$ cat src/rtl/seq_counter_gen.sv
// Parametrised sequence counter: binary index with a run-time selectable output
// mapping (binary, Gray, XOR-mask), plus enable, direction, load and wrap pulse.
module seq_counter_gen #(
    parameter int               WIDTH = 3,
    parameter logic [WIDTH-1:0] MASK  = WIDTH'(3'b101)
) (
    input  logic             clk,
    input  logic             rst,
    input  logic             en,
    input  logic             dir,
    input  logic [1:0]       mode,
    input  logic             load,
    input  logic [WIDTH-1:0] load_val,
    output logic [WIDTH-1:0] state,
    output logic [WIDTH-1:0] index,
    output logic             wrap,
    output logic             mode_err
);

    localparam logic [WIDTH-1:0] ALL_ONES = '1;
    localparam logic [WIDTH-1:0] ONE      = WIDTH'(1);

    logic [WIDTH-1:0] index_reg;
    logic [WIDTH-1:0] state_reg;
    logic             wrap_reg;
    logic             mode_err_reg;

    logic [WIDTH-1:0] idx_next;
    logic [WIDTH-1:0] gray_next;
    logic [WIDTH-1:0] state_next;
    logic             wrap_next;
    logic             mode_err_next;

    // Next index: load has priority over stepping; a load never flags a wrap.
    always_comb begin
        idx_next  = index_reg;
        wrap_next = 1'b0;
        if (load) begin
            idx_next = load_val;
        end else if (en) begin
            if (dir) begin
                idx_next  = index_reg - ONE;
                wrap_next = (index_reg == '0);
            end else begin
                idx_next  = index_reg + ONE;
                wrap_next = (index_reg == ALL_ONES);
            end
        end
    end

    genvar gi;
    generate
        for (gi = 0; gi < WIDTH - 1; gi++) begin : g_gray
            assign gray_next[gi] = idx_next[gi] ^ idx_next[gi+1];
        end
    endgenerate
    assign gray_next[WIDTH-1] = idx_next[WIDTH-1];

    // The mapping is applied to the index being written, so state and index
    // always describe the same step.
    always_comb begin
        state_next    = idx_next;
        mode_err_next = 1'b0;
        case (mode)
            2'd0:    state_next = idx_next;
            2'd1:    state_next = gray_next;
            2'd2:    state_next = idx_next ^ MASK;
            default: begin
                state_next    = idx_next;
                mode_err_next = 1'b1;
            end
        endcase
    end

    always_ff @(posedge clk or negedge rst) begin
        if (!rst) begin
            index_reg    <= '0;
            state_reg    <= MASK;
            wrap_reg     <= 1'b0;
            mode_err_reg <= 1'b0;
        end else begin
            index_reg    <= idx_next;
            state_reg    <= state_next;
            wrap_reg     <= wrap_next;
            mode_err_reg <= mode_err_next;
        end
    end

    assign index    = index_reg;
    assign state    = state_reg;
    assign wrap     = wrap_reg;
    assign mode_err = mode_err_reg;

endmodule

$ cat config.mk
export PLATFORM = sky130hd
export DESIGN_NAME = seq_counter_gen
export DESIGN_NICKNAME = d
export VERILOG_FILES = /design/src/rtl/seq_counter_gen.sv
export SDC_FILE = /design/constraint.sdc
export NUM_CORES = 1
export LEC_CHECK = 0
export BUFFER_PORTS_ARGS = -buffer_cell sky130_fd_sc_hd__buf_2
export CELL_PAD_IN_SITES_DETAIL_PLACEMENT = 1
export CELL_PAD_IN_SITES_GLOBAL_PLACEMENT = 2
export CORE_AREA = 3 3 50 52
export CTS_CLUSTER_DIAMETER = 50
export DETAILED_ROUTE_END_ITERATION = 7
export DIE_AREA = 0 0 53 55
export GPL_TIMING_DRIVEN = 0
export HOLD_SLACK_MARGIN = 0.03
export PLACE_DENSITY_LB_ADDON = 0.15
export SETUP_SLACK_MARGIN = 0.02
export SLEW_MARGIN = 20
export SYNTH_ARGS = -nofsm -noshare
export SYNTH_HDL_FRONTEND = slang
export SYNTH_SLANG_ARGS = --single-unit
export TNS_END_PERCENT = 1
$ cat constraint.sdc
create_clock -name clk -period 1.6 [get_ports clk]
set_input_delay 0.48 -clock clk [delete_from_list [all_inputs] [get_ports clk]]
set_output_delay 0.48 -clock clk [all_outputs]
set_load 0.01 [all_outputs]
==> results.md, run 1 <==
- All-layer global routing usage: a little under a tenth
- DP HPWL: slightly below 1000 um
- Critical Path AT: ~1.9 ns
- Global route overflow: 0
- Failing checks: setup timing
- Worst setup SP type: flip-flop
- TritonCTS Sinks: 8
- Starting density of the core: between 20% and 30%
- Final GP Congestion: 0.742
- Remaining routing DRC violations: 0
- Cells after synthesis: 50
- # rows: 17
- Via count: ~440
- Worst-margin pin slew: 0.339 ns
- Max clock buf depth: 2
- Status: finished, violations left
- Setup slack at placement: -0.384 ns
- CP max stage cell: dfrtp_2
- Number of diodes: 0
- Synth Area in XOR/XNOR: ~3.4%
- Slew Limit Fails: 0
- Crit Path Max Fanout: 4
- Worst-path cell chain: inv_2, fa_2, and2_4, o31a_4, inv_4, nand4_1, o311ai_2
- Die area: ~0.0029 mm2
- Core Area: roughly 0.0021 mm2
- H-tree levels: 1
- Asr flop ratio synth: 100%
- I/O pins: 18
- Post-synthesis adder-cell area fraction: 11.1%
- Worst setup margin: -0.111 ns
- CP endpoint: state[1]$_DFF_PN0_
- Fin nets: between 80 and 90
- Number of CTS-inserted buffers: 3
- CP max stage delay: 0.41 ns
- Fmax: approximately 580 MHz
- Synth unique cells: 27
- YS warnings: 0
- Final worst path period need: about 1.7 ns
- DR pass1 iterations: 3
- Die height: about 55 um
- Average vias per placed instance: ~4.3
- Post-Route Utilization: about a third
- EDFF count, synth: 0
- R2R setup slack: -0.11 ns
- Final wirelength: roughly 1200 um
- Detailed Route Iter0 Violations: 2
- Share of layout cells above drive strength 1: roughly 57%
- Post-placement cell count: 94
- PortBufs: 16
- Fin Setup TNS: -0.265 ns
- CTS Hold Bufs: 0
- Yosys reg bits: 8
- Met1 usage: approximately 11%
- Final worst path period share: 107%
- Final instance area: 726 um2
- Worst r2r dst: state[1]$_DFF_PN0_
- Clock transition at path regs: 0.06 ns
- Critical path type: reg -> reg
- Most Crowded Layer GR: met2
- RSZ-0062 raised after global routing: yes
- # setup viols final: 4
- Reg2reg start: index[0]$_DFF_PN0_
- Post-synth net total: 64
- Dpl cell area: 648 um2
- TritonCTS clock tree: built
- Largest net degree at the start of global routing: 10
- Met3 Usage GRT: under 10%
- Post-route insts no fill: a little over 100
- Max_slew headroom: 77.4%
- Worst-skew pair later-pin latency: 0.25 ns
- Antenna Nets Post-Route: 0
- Vias in the first global route: 421
- Critical path startpoint: index[0]$_DFF_PN0_
- Die width: about 53 um
- Clock Skew: between 0.004 and 0.005 ns
- Met2 Use GR: 17.8%
- Prevailing post-synth register cell: dfrtp_1
- Largest family of logic cells by synthesized area: simple AND/OR/NAND/NOR gates
- Area fraction in compound gates after synthesis: ~16%
- Final hold viol count: 0
- Routed wire length per instance: ~12 um
- Max-cap viol count: 0
- Register area share after synthesis: ~39%
- Synth Cell Area: 519 um2
- Post-Syn Area per Cell: 10.4 um2
- Clock root cell: clkbuf_4
- Initial antenna violation count: 0
- Layout area overhead: 39.8%
- Area share of and/or/nand/nor cells after synthesis: around 20%
- P per Cell Area: around 900 mW/mm2
- Critical Path RT: approximately 1.8 ns
- Hold/Removal Path Class: in -> async
- First-pass GRT wire length: around 2000 um
- Mux share of post-synthesis cell area: around 3.9%
- Leak Pwr: between 0.3 and 0.4 nW
- Max VDD drop: just over 0.0006 V
- Layout fillers: roughly 250
- Worst R2R Path Depth: 7
- Critical Path End Type: flip-flop
## worst max-delay path: cells and delay by family, from the launching register on
kind,cells,cell delay [ns]
simple gates,2,0.25
fa+ha+maj,1,0.41
compound gates,2,0.39
buf+inv,2,0.15
flops,1,0.41
## layout make-up
cell class | count | area [um2] | area share (%)
plain buffers | 1 | 11.3 | 1.55
clock buffers | 4 | 26.3 | 3.62
inverters | 7 | 28.8 | 3.97
multi-input cells | 34 | 310 | 42.8
flip-flops and latches | 8 | 204 | 28.1
well taps | 28 | 35.0 | 4.83
repair buffers | 20 | 110 | 15.2
## where the power goes
group	total [mW]	internal (mW)	leakage (nW)	switching (mW)
sequential	0.253	0.236	0.0948	0.0170
clock	0.161	0.0952	0.0150	0.0655
combinational	0.241	0.118	0.243	0.122
## synth_stat cells, types with 2 or more instances
cell	instances	area, um2
dfrtp_1	6	150
dfstp_2	2	52.6
ha_1	3	37.5
inv_1	6	22.5
mux2i_1	2	20.0
nand2_1	3	11.3
nand3_1	2	10.0
nor2_1	4	15.0
nor2b_1	2	12.5
o311ai_2	2	32.5
xnor2_1	2	17.5
## metal layers
metal,part of all wire [%],routed length [um],vias to the layer above
li1,-,-,218
met3,5.6,69,0
met5,0,0,-
met4,0,0,0
met1,41,502,207
met2,53,655,12
## cells in the final DEF, fill, tap and decap left out, drive strengths merged, types with 3 or more instances in the layout
| cell type | instances |
|---|---|
| buf | 21 |
| clkbuf | 4 |
| dfrtp | 6 |
| ha | 3 |
| inv | 7 |
| nand2 | 3 |
| nor2 | 4 |
| o21ai | 3 |
## how the worst min path moves through the flow
stage          from                  to  slack (ns)  cells after the start
2_1_floorplan   rst  index[0]$_DFF_PN0_        0.18                      0
3_3_place_gp    rst      wrap$_DFF_PN0_        0.32                      1
3_5_place_dp    rst      wrap$_DFF_PN0_        0.33                      1
4_1_cts         rst      wrap$_DFF_PN0_        0.05                      1
5_1_grt         rst      wrap$_DFF_PN0_        0.05                      1
6_report        rst      wrap$_DFF_PN0_        0.06                      1
## stage by stage
step / power [mW] / hold WS [ns]
finish: 0.654 / 0.0574
global route: 0.709 / 0.0535
CTS: 0.669 / 0.0541
detailed placement: 0.466 / 0.331
global placement: 0.463 / 0.324
floorplan: 0.393 / 0.184
## kinds of logic (layout without fill, tap and decap cells)
group / Yosys count / in the layout
buffers and inverters: 8 / 32
multiplexers: 2 / 2
AO/OA/AOI/OAI: 8 / 8
AND/OR/NAND/NOR: 18 / 18
flip-flops: 8 / 8
adder cells (fa/ha/maj): 4 / 4
XOR/XNOR: 2 / 2
## what timing repair did
action	in CTS	in global routing
endpoints found under the setup margin	4	5
resized for setup	4	1
pin swaps	2	0
buffers inserted	4	0
(Power assumes the default switching activity.)
==> run 2: changes to the inputs <==
--- a/config.mk
+++ b/config.mk
@@ -6,13 +6,10 @@
 export NUM_CORES = 1
 export LEC_CHECK = 0
 export BUFFER_PORTS_ARGS = -buffer_cell sky130_fd_sc_hd__buf_2
-export CELL_PAD_IN_SITES_DETAIL_PLACEMENT = 1
-export CELL_PAD_IN_SITES_GLOBAL_PLACEMENT = 2
-export CORE_AREA = 3 3 50 52
+export CORE_AREA = 3 3 40 42
 export CTS_CLUSTER_DIAMETER = 50
 export DETAILED_ROUTE_END_ITERATION = 7
-export DIE_AREA = 0 0 53 55
-export GPL_TIMING_DRIVEN = 0
+export DIE_AREA = 0 0 43 45
 export HOLD_SLACK_MARGIN = 0.03
 export PLACE_DENSITY_LB_ADDON = 0.15
 export SETUP_SLACK_MARGIN = 0.02
==> results.md, run 2 (same netlist as run 1, synthesis figures left out) <==
- Dpl cell area: 671 um2 (+3.5%)
- Net switching power: 194 uW (-5.4%)
- Worst setup SP type: flip-flop
- Postcts setup bufs: 0 (-4)
- I/O pins: 18 (unchanged)
- Part of the power in registers: 39.2% (+0.6 points)
- Max-cap viol count: 0 (unchanged)
- Critical Path AT: 1.81 ns (-0.05 ns)
- Detailed Route Iter0 Violations: 6 (+4)
- Final worst path period share: 106% (-0.95 points)
- Die area: 0.00194 mm2 (-34%)
- Layout area overhead: 36.1%
- Commonest non-fill, non-tap cell in the layout: buf_2
- Layout fillers: 126 (-50%)
- Status: finished, violations left
- Most frequent cells in the layout: buf_2, buf_4, dfrtp_1, nor2_1
- Worst-path cell chain: inv_2, fa_2, xnor2_2, mux2i_2, and2_4, o311ai_2
- TritonCTS clock tree: built
- Largest net degree at the start of global routing: 10 (unchanged)
- Post-placement cell count: 87 (-7.4%)
- Starting density of the core: 40.4% (+16 points)
- Routed wire length per instance: 11.1 um (-8.1%)
- R2R setup slack: -0.1 ns (+0.02 ns)
- RSZ-0062 raised after global routing: yes
- Vias in the first global route: 395 (-6.2%)
- All-layer global routing usage: 11.9% (+2.4 points)
- Gate power share: 36.2% (-0.6 points)
- Final wirelength: 1010 um (-18%)
- Clock transition at path regs: 0.05 ns (about the same)
- Number of CTS-inserted buffers: 3 (unchanged)
- Via count: 414 (-5.3%)
- Share of layout cells above drive strength 1: 57.9% (+1.1 points)
- P per Cell Area: 909 mW/mm2 (+0.86%)
- Die width: 43 um (-19%)
- Cell family with most CP delay: adder cells
- Final worst path period need: 1.70 ns (-0.0152 ns)
- Setup slack at placement: -0.280 ns (+0.104 ns)
- Core Area: 0.00128 mm2 (-40%)
- Reg2reg start: index[0]$_DFF_PN0_
- Number of diodes: 0 (unchanged)
- CP Buf/Inv Count: 1 (-1)
- Crit Path Max Fanout: 3 (-1)
- DP HPWL: 807 um (-18%)
- Most Crowded Layer GR: met2
- Worst r2r dst: state[1]$_DFF_PN0_
- Global route overflow: 0 (unchanged)
- DR pass1 iterations: 4 (+1)
- Tot Pwr: 643 uW (-1.7%)
- Leak Pwr: 0.353 nW (+0.31%)
- Max_slew headroom: 84.4% (+7.0 points)
- Post-route insts no fill: 91 (-11%)
- Critical path type: reg -> reg
- H-tree levels: 1 (unchanged)
- Initial antenna violation count: 0 (unchanged)
- Worst-skew pair later-pin latency: 0.24 ns (about the same)
- Power share of the clock group: 24.6% (about the same)
- Met2 Use GR: 16.5% (-1.3 points)
- # setup viols final: 4 (unchanged)
- Critical Path End Type: flip-flop
- Fin Hold WS: 0.0611 ns (+0.00368 ns)
- Remaining routing DRC violations: 0 (unchanged)
- Hold/Removal Path Class: in -> async
- PortBufs: 17 (+1)
- Final hold viol count: 0 (unchanged)
- Switching Share: 30.1% (-1.2 points)
- First-pass GRT wire length: 1650 um (-16%)
- CP max stage cell: fa_2
- CTS Hold Bufs: 0 (unchanged)
- Antenna Nets Post-Route: 0 (unchanged)
- Met1 usage: 15.8% (+4.8 points)
- Worst-margin pin slew: 0.229 ns (-0.110 ns)
- Failing checks: setup timing
- Final instance area: 707 um2 (-2.6%)
- Worst R2R Path Depth: 6 (-1)
- Clock root cell: clkbuf_4
- Fin nets: 91 (+2.2%)
- Final GP Congestion: 0.758 (+2.1%)
- Slew Limit Fails: 0 (unchanged)
- CP max stage delay: 0.39 ns (-0.02 ns)
- Clock Skew: 0.000520 ns (-0.00432 ns)
- Critical Path RT: 1.72 ns (-0.03 ns)
- TritonCTS Sinks: 8 (unchanged)
- # rows: 13 (-4)
- Die height: 45 um (-18%)
- Max clock buf depth: 2 (unchanged)
- Cell Int Power: 449 uW (about the same)
- Average vias per placed instance: 4.55 (+6.2%)
- Worst setup margin: -0.0955 ns (+0.0152 ns)
- Max VDD drop: 0.000408 V (-33%)
- Fmax: 590 MHz (+0.89%)
- Met3 Usage GRT: 3.19% (-0.30 points)
## run 2: cell count changes in the layout (fill, tap and decap cells not counted)
| cell | previous run | this run |
|---|---|---|
| o311ai_4 | 1 | 0 |
| nand3_2 | 1 | 0 |
| buf_2 | 16 | 17 |
| o311ai_2 | 1 | 2 |
| buf_6 | 1 | 0 |
| o21ai_1 | 2 | 1 |
| buf_4 | 4 | 6 |
| nand3_1 | 1 | 2 |
| o21ai_2 | 1 | 2 |
## run 2: layout make-up
class                           count  area [um2]  area share, %
Clock buffer                        4        26.3           3.72
Tap cell                           15        18.8           2.65
Timing Repair Buffer               23         130           18.4
Multi-Input combinational cell     34         299           42.3
Inverter                            7        28.8           4.07
Sequential cell                     8         204           28.8
## run 2: how the worst max path moves through the flow
stage / from / endpoint / slack (ns) / cells after the start
after floorplan: dir / state[1]$_DFF_PN0_ / -0.1 / 7
after global placement: dir / state[1]$_DFF_PN0_ / -0.28 / 8
after detailed placement: dir / state[1]$_DFF_PN0_ / -0.28 / 8
after CTS: index[0]$_DFF_PN0_ / state[1]$_DFF_PN0_ / -0.1 / 7
after global routing: index[0]$_DFF_PN0_ / state[1]$_DFF_PN0_ / -0.16 / 7
final: index[0]$_DFF_PN0_ / state[1]$_DFF_PN0_ / -0.1 / 6
## run 2: stage by stage
| stage | utilization [%] | TNS, ns |
|---|---|---|
| global route | 55.0 | -0.463 |
| finish | 55.0 | -0.192 |
| detailed placement | 52.2 | -1.13 |
| CTS | 55.0 | -0.171 |
| floorplan | - | -0.230 |
| global placement | 52.2 | -1.04 |
## run 2: repair_timing
action | 4_1_cts | 5_1_grt
resized for setup | 4 | 0
pin swaps | 3 | 0
setup endpoints to repair | 5 | 5
## run 2: worst reg2reg max path, delay by kind of cell (launching register included)
family | cells | cell delay [ns]
xor gates and xnor gates | 1 | 0.17
and+or+nand+nor | 1 | 0.21
DFF | 1 | 0.38
adders and majority gates | 1 | 0.39
muxes | 1 | 0.30
AOI/OAI and AO/OA | 1 | 0.08
buffers and inverters | 1 | 0.05
## run 2: power groups by stage
| stage | combinational [mW] | sequential, mW | clock, mW |
|---|---|---|---|
| 3_5_place_dp | 0.225 | 0.254 | 0 |
| 2_1_floorplan | 0.122 | 0.270 | 0 |
| 5_1_grt | 0.260 | 0.255 | 0.178 |
| 4_1_cts | 0.235 | 0.252 | 0.162 |
| 3_3_place_gp | 0.223 | 0.255 | 0 |
| 6_report | 0.233 | 0.252 | 0.158 |
## run 2: routing by layer
layer	wire length, um	vias to the layer above	part of all wire [%]
met5	0	-	0
met2	433	16	43
met3	55	2	5.5
met4	21	0	2.1
met1	494	176	49
li1	-	220	-
